**src/rtl/first1_normalizer.sv**
```systemverilog
// Leading-one normalizer: LZC, left-shift to MSB=1, exponent adjust. Two register stages, 2-cycle latency, 1 beat/cycle.
// Valid/ready on both sides; a stalled output holds all out_* stable and backpressure reaches in_ready combinationally.
// Optional FIRST1_NORM_PERF_EN adds perf_cnt: consumed beats that needed a non-zero shift, saturating at 0xFFFF.
module first1_normalizer #(
    parameter int WIDTH = 24,
    parameter int EXP_W = 8,
    parameter int CNT_W = $clog2(WIDTH + 1)
) (
    input  logic             clk,
    input  logic             rst,
    input  logic             in_valid,
    output logic             in_ready,
    input  logic [WIDTH-1:0] in_mant,
    input  logic [EXP_W-1:0] in_exp,
    output logic             out_valid,
    input  logic             out_ready,
    output logic [WIDTH-1:0] out_mant,
    output logic [EXP_W-1:0] out_exp,
    output logic [CNT_W-1:0] out_lzc,
    output logic             out_zero,
`ifdef FIRST1_NORM_PERF_EN
    output logic             out_uflow,
    output logic [15:0]      perf_cnt
`else
    output logic             out_uflow
`endif
);

    // Priority encode from the MSB; an all-zero word reports WIDTH.
    function automatic logic [CNT_W-1:0] lead_zeros(input logic [WIDTH-1:0] m);
        logic [CNT_W-1:0] n;
        n = CNT_W'(WIDTH);
        for (int i = 0; i < WIDTH; i++) begin
            if (m[i]) n = CNT_W'(WIDTH - 1 - i);
        end
        return n;
    endfunction

    logic             s1_v;
    logic [WIDTH-1:0] s1_mant;
    logic [EXP_W-1:0] s1_exp;
    logic [CNT_W-1:0] s1_lzc;
    logic             s2_v;
    logic             s1_adv;
    logic             s2_adv;

    logic [CNT_W-1:0] in_lzc;
    logic             s1_zero;
    logic             s1_uflow;
    logic [WIDTH-1:0] s1_norm;
    logic [EXP_W-1:0] s1_adj_exp;

    assign s2_adv    = !s2_v || out_ready;
    assign s1_adv    = !s1_v || s2_adv;
    assign in_ready  = s1_adv;
    assign out_valid = s2_v;
    assign in_lzc    = lead_zeros(in_mant);

    // Underflow compare runs in a width wide enough for both operands.
    always_comb begin
        s1_zero    = ~|s1_mant;
        s1_uflow   = 1'b0;
        s1_norm    = '0;
        s1_adj_exp = '0;
        if (!s1_zero) begin
            s1_norm  = s1_mant << s1_lzc;
            s1_uflow = ((EXP_W + CNT_W)'(s1_exp) < (EXP_W + CNT_W)'(s1_lzc));
            // Without underflow lzc <= exp, so narrowing lzc to EXP_W is lossless.
            if (!s1_uflow) s1_adj_exp = s1_exp - EXP_W'(s1_lzc);
        end
    end

    always_ff @(posedge clk) begin
        if (rst) begin
            s1_v    <= 1'b0;
            s1_mant <= '0;
            s1_exp  <= '0;
            s1_lzc  <= '0;
        end else if (s1_adv) begin
            s1_v <= in_valid;
            if (in_valid) begin
                s1_mant <= in_mant;
                s1_exp  <= in_exp;
                s1_lzc  <= in_lzc;
            end
        end
    end

    // Output registers only load with a live beat, so a stall leaves them untouched.
    always_ff @(posedge clk) begin
        if (rst) begin
            s2_v      <= 1'b0;
            out_mant  <= '0;
            out_exp   <= '0;
            out_lzc   <= '0;
            out_zero  <= 1'b0;
            out_uflow <= 1'b0;
        end else if (s2_adv) begin
            s2_v <= s1_v;
            if (s1_v) begin
                out_mant  <= s1_norm;
                out_exp   <= s1_adj_exp;
                out_lzc   <= s1_lzc;
                out_zero  <= s1_zero;
                out_uflow <= s1_uflow;
            end
        end
    end

`ifdef FIRST1_NORM_PERF_EN
    logic perf_hit;
    assign perf_hit = out_valid && out_ready && (out_lzc != '0) && !out_zero;

    always_ff @(posedge clk) begin
        if (rst) begin
            perf_cnt <= '0;
        end else if (perf_hit && (perf_cnt != 16'hFFFF)) begin
            perf_cnt <= perf_cnt + 16'd1;
        end
    end
`endif

endmodule

```
**config.mk**
```make
export PLATFORM = sky130hd
export DESIGN_NAME = first1_normalizer
export DESIGN_NICKNAME = d
export VERILOG_FILES = /design/src/rtl/first1_normalizer.sv
export SDC_FILE = /design/constraint.sdc
export NUM_CORES = 1
export LEC_CHECK = 0
export CELL_PAD_IN_SITES_DETAIL_PLACEMENT = 0
export CELL_PAD_IN_SITES_GLOBAL_PLACEMENT = 1
export CORE_MARGIN = 2
export CORE_UTILIZATION = 36
export DETAILED_ROUTE_END_ITERATION = 10
export PLACE_DENSITY_LB_ADDON = 0.1
export SYNTH_ARGS = -nofsm -noshare
export SYNTH_HDL_FRONTEND = slang
export SYNTH_SLANG_ARGS = --single-unit
```
**constraint.sdc**
```tcl
create_clock -name clk -period 2.4 [get_ports clk]
set_input_delay 0.48 -clock clk [delete_from_list [all_inputs] [get_ports clk]]
set_output_delay 0.48 -clock clk [all_outputs]
set_load 0.05 [all_outputs]
```
# == Word level (Yosys, flattened, before mapping) ==
# Index checks and enable logic that the tools add are counted.
# totals
word_cells,49
in_bits,36
out_inout_bits,41
register_bits,78
# classes
muxes,28
addsub,1
shifts,1
n_lt_le_gt_ge,1
reduce_logical,8
# op_table
cell,count
2-to-1 mux 5 bit,22
2-to-1 mux 24 bit,1
OR reduction 24 bit,1
<< shifter 24 x 5 -> 24 bit,1
2-to-1 mux 8 bit,2
less-than comparator 8 x 5 -> 1 bit,1
2-to-1 mux 4 bit,2
subtractor 8 x 5 -> 8 bit,1
AND reduction 2 bit,2
logical NOT 1 bit,3
logical OR 1 bit,2
2-to-1 mux 1 bit,1

# == Longest topological paths before layout ==
# depth
word_depth,24
depth_mapped,10
ltp_nobuf,9

# == Worst setup path before layout ==
# No wires, ideal clock.
# synth_timing
path_type,reg-to-reg
startpoint,register s1_lzc[1]
endpoint,register out_exp[3]
n_path_buf,3
required_ns,2.272
stages_incl_launch_ff,11
setup_ns,0.128
period_less_slack_ns,2.311
arrival_time_ns,2.184
path_slack_ns,0.089
path_cell_list,dfxtp_1 -> buf_6 -> buf_4 -> buf_2 -> inv_1 -> fa_1 -> a211oi_1 -> o21ai_0 -> o211a_1 -> a32oi_1 -> nor2_1
# synth_between
elab_chain_cells,3
word_cells_on_any_way,4
classes_between,1 x add/sub; 1 x order compare; 2 x mux
# synth_rtl
element,line_no,text
from (decl),42,logic [CNT_W-1:0] s1_lzc;
from (signal assigned),84,s1_lzc <= in_lzc;
subtractor 8 x 5 -> 8 bit or less-than comparator 8 x 5 -> 1 bit (tied branches),"69, 67",
2-to-1 mux 8 bit (*),69,if (!s1_uflow) s1_adj_exp = s1_exp - EXP_W'(s1_lzc);
2-to-1 mux 8 bit (*),65,if (!s1_zero) begin
to (signal assigned),102,out_exp <= s1_adj_exp;
to (decl),18,"output logic [EXP_W-1:0] out_exp,"
# Mark *: on every way between the ends. The rest lies on a longest branch, timed or not.
# A chain may end at the register's enable or synchronous reset.

# == Final worst setup path ==
# layout_timing
startpoint,register s1_mant[0]
endpoint,register out_mant[21]
# layout_between
elab_chain_cells,2
word_cells_on_any_way,3
classes_between,1 x shift; 1 x mux; 1 x reduce/logical
# layout_rtl
element,line_no,text
from (decl),40,logic [WIDTH-1:0] s1_mant;
from (signal assigned),82,s1_mant <= in_mant;
<< shifter 24 x 5 -> 24 bit or OR reduction 24 bit (tied branches),"66, 61",
2-to-1 mux 24 bit (*),65,
to (signal assigned),101,out_mant <= s1_norm;
to (decl),17,"output logic [WIDTH-1:0] out_mant,"
# Marks and branches as above.

==> results.json <==
{
  "outcome": "complete, no violations",
  "synth.lib_cells_used.distinct": 58,
  "io_pins": 77,
  "drive_gt1_share_pct": 11.1,
  "cp.required_ns": 2.62,
  "timing.max_cap.violations": 0,
  "final-setup-viol-count": 0,
  "postSynthCellCount": 518,
  "critical_path_arrival_ns": 2.38,
  "grt.total_usage_pct": 20.7,
  "finClkSkew_ns": 0.00739,
  "synth.largest_area_cell": "dfxtp_1",
  "number_of_buffers_added_to_fix_hold_violations_after_cts": 0,
  "worst_slew_margin_rel_pct": 56.3,
  "final-hold-violation-count": 0,
  "tritoncts_clock_tree": "done",
  "global_route.overflow_total": 0,
  "drt-wirelength-per-cell_um": 17.6,
  "finalWirelength_mm": 13.3,
  "clkTransAtPathRegs_ns": 0.06,
  "peakVddDrop_mv": 0.261,
  "finalCoreUtilization_pct": 47.9,
  "yosys-top-cells-area": "dfxtp_1 35%, nand2_1 8.8%, mux2i_1 7.5%",
  "synth_sequential_area_ratio_pct": 35.4,
  "number_of_enable_flip_flop_cells_after_synthesis": 0,
  "hold-worst-slack_ns": 0.455,
  "crit_path_max_incr_delay_ns": 0.46,
  "floorplan.initialDensity_pct": 36.9,
  "grt_first_pass_wirelength_mm": 21.4,
  "numCtsBuffers": 9,
  "die_y_um": 115,
  "timing.reg2reg.worst_path_depth": 5,
  "static-leakage-power_uw": 0.00208,
  "synth.cell_area_um2": 4410,
  "crit_type": "reg -> reg",
  "finalCriticalPeriod_ns": 2.16,
  "post-synth-top-count-cell": "nand2_1",
  "vias": 4182,
  "fin_nets": 642,
  "fin_crit_sh_pct": 90.0,
  "layout.cell_area.non_filler_um2": 5730,
  "synth_ff_type": "dfxtp_1",
  "yosys-top-cells-count": "103 x nand2_1, 78 x dfxtp_1, 55 x a21oi_1",
  "detailed_router_s_first_iteration_violation_count": 310,
  "synthDominantCellAreaShare_pct": 35.4,
  "insertion_delay_ns": 0.33,
  "rsz0062_at_grt": "no",
  "cts.repair_timing.setup_buffer_count": 0,
  "ctsHtreeMaxLevel": 3,
  "placementRows": 40,
  "placed_area_um2": 5440,
  "first_global_vias": 4052,
  "antenna_cells_inserted": 0,
  "grt_start_max_net_pins": 35,
  "worstMarginPinSlew_ns": 0.654,
  "core_area_um2": 12000,
  "ctsLongestPathBuffers": 2,
  "totalNegativeSetupSlack_ns": 0,
  "dpl.hpwl_mm": 10.2,
  "fmaxAchievable_ghz": 0.463,
  "synth_async_sr_flop_share_pct": 0,
  "syn_nets": 560,
  "grt_antenna_before_repair": 0,
  "clock_tree.root_cell": "clkbuf_16",
  "setup.worst_path.end_class": "flip-flop",
  "detailedRoute.firstPassIterationCount": 4,
  "drtAntennaViolNets": 0,
  "die_w_um": 115,
  "avgSynthCellArea_um2": 8.51,
  "hold_path.class": "reg -> reg",
  "worst-path-max-fanout": 8,
  "min_delay_path_depth": 2,
  "placement.io_buffers": 76,
  "place.gp.congestion": 0.880,
  "timing.critical_path.cells": "nor4_1, nand4_1, o211a_1, o2111a_1, a221o_1",
  "final.fill_count": 1193,
  "drc_errors": 0,
  "powerDensity_nw_per_um2": 593,
  "syn2layout_area_growth_pct": 29.9,
  "critical_path.slowest_cell": "nor4_1",
  "cts_resized": 0,
  "numClockSinks": 78,
  "timing.final.max_slew_violations": 0,
  "start_kind": "flip-flop",
  "synth.yosys.warnings": 0,
  "ys_seq_elements": 78,
  "via_to_cell_ratio": 5.56,
  "die_area_um2": 13200
}
-- stage by stage --
step,power [µW],std cells,worst slack (ns)
5_1_grt,3550,752,0.120
2_1_floorplan,1840,518,0.0889
3_5_place_dp,2090,736,0.121
6_report,3400,752,0.239
3_3_place_gp,2090,736,0.137
4_1_cts,3420,752,0.170
-- flip-flops by register name, indices dropped and copies added (netlist names) --
register	flops
s1_lzc	5
s1_mant	24
out_valid	1
out_mant	24
s1_exp	8
out_exp	8
out_lzc	5
out_zero	1
out_uflow	1
s1_v	1
-- critical path: cells and delay by family (launching register included) --
kind	cells	cell delay, ns
AO/OA/AOI/OAI	3	0.89
flip-flops	1	0.31
AND/OR/NAND/NOR	2	0.87
-- routing by layer --
layer  wire length, µm  up-vias  share of wire, %  track usage (%)
met2              5990      126                45             32.9
met1              6510     1971                49             28.8
li1                  -     2073                 -                -
met4               167        0               1.3             7.24
met5                 0        -                 0                0
met3               584       12               4.4             2.81
-- logic make-up after synthesis --
| group | after synthesis | synth area share [%] |
|---|---|---|
| XOR/XNOR | 3 | 0.596 |
| flip-flops | 78 | 35.4 |
| AO/OA/AOI/OAI | 139 | 21.0 |
| AND/OR/NAND/NOR | 190 | 19.0 |
| multiplexers | 55 | 17.2 |
| buffers and inverters | 47 | 4.94 |
| adder cells (fa/ha/maj) | 6 | 1.87 |
-- final cells by class --
cell class | count | area [µm²] | share of cell area, %
flip-flops and latches | 78 | 1560 | 27.3
well taps | 147 | 184 | 3.21
multi-input cells | 393 | 2640 | 46.0
inverters | 13 | 48.8 | 0.852
clock inverters | 7 | 65.1 | 1.14
clock buffers | 9 | 225 | 3.93
repair buffers | 105 | 1010 | 17.6
-- final timing paths --
check	startpoint	endpoint	slack, ns
setup / recovery	s1_mant[0]$_SDFFE_PP0P_	out_mant[21]$_SDFFE_PP0P_	0.24
hold / removal	out_mant[13]$_SDFFE_PP0P_	out_mant[13]$_SDFFE_PP0P_	0.46
setup reg to reg	s1_mant[0]$_SDFFE_PP0P_	out_mant[21]$_SDFFE_PP0P_	0.24
hold reg to reg	out_mant[13]$_SDFFE_PP0P_	out_mant[13]$_SDFFE_PP0P_	0.46
-- power by group --
group          switching (µW)  internal [µW]  total (µW)
logic                     377            281         657
clock network             532            797        1330
registers                56.3           1350        1410
total                     965           2430        3400
-- cell usage in the layout, fill, tap and decap left out, types with 11 or more instances in the layout --
cell / instances
nor2_1: 33
dfxtp_1: 77
a22o_1: 11
buf_4: 27
mux2i_1: 33
a21oi_1: 54
clkdlybuf4s50_1: 74
o21ai_0: 16
nand2_1: 103
Note: power is estimated with default switching activity, not from simulation.
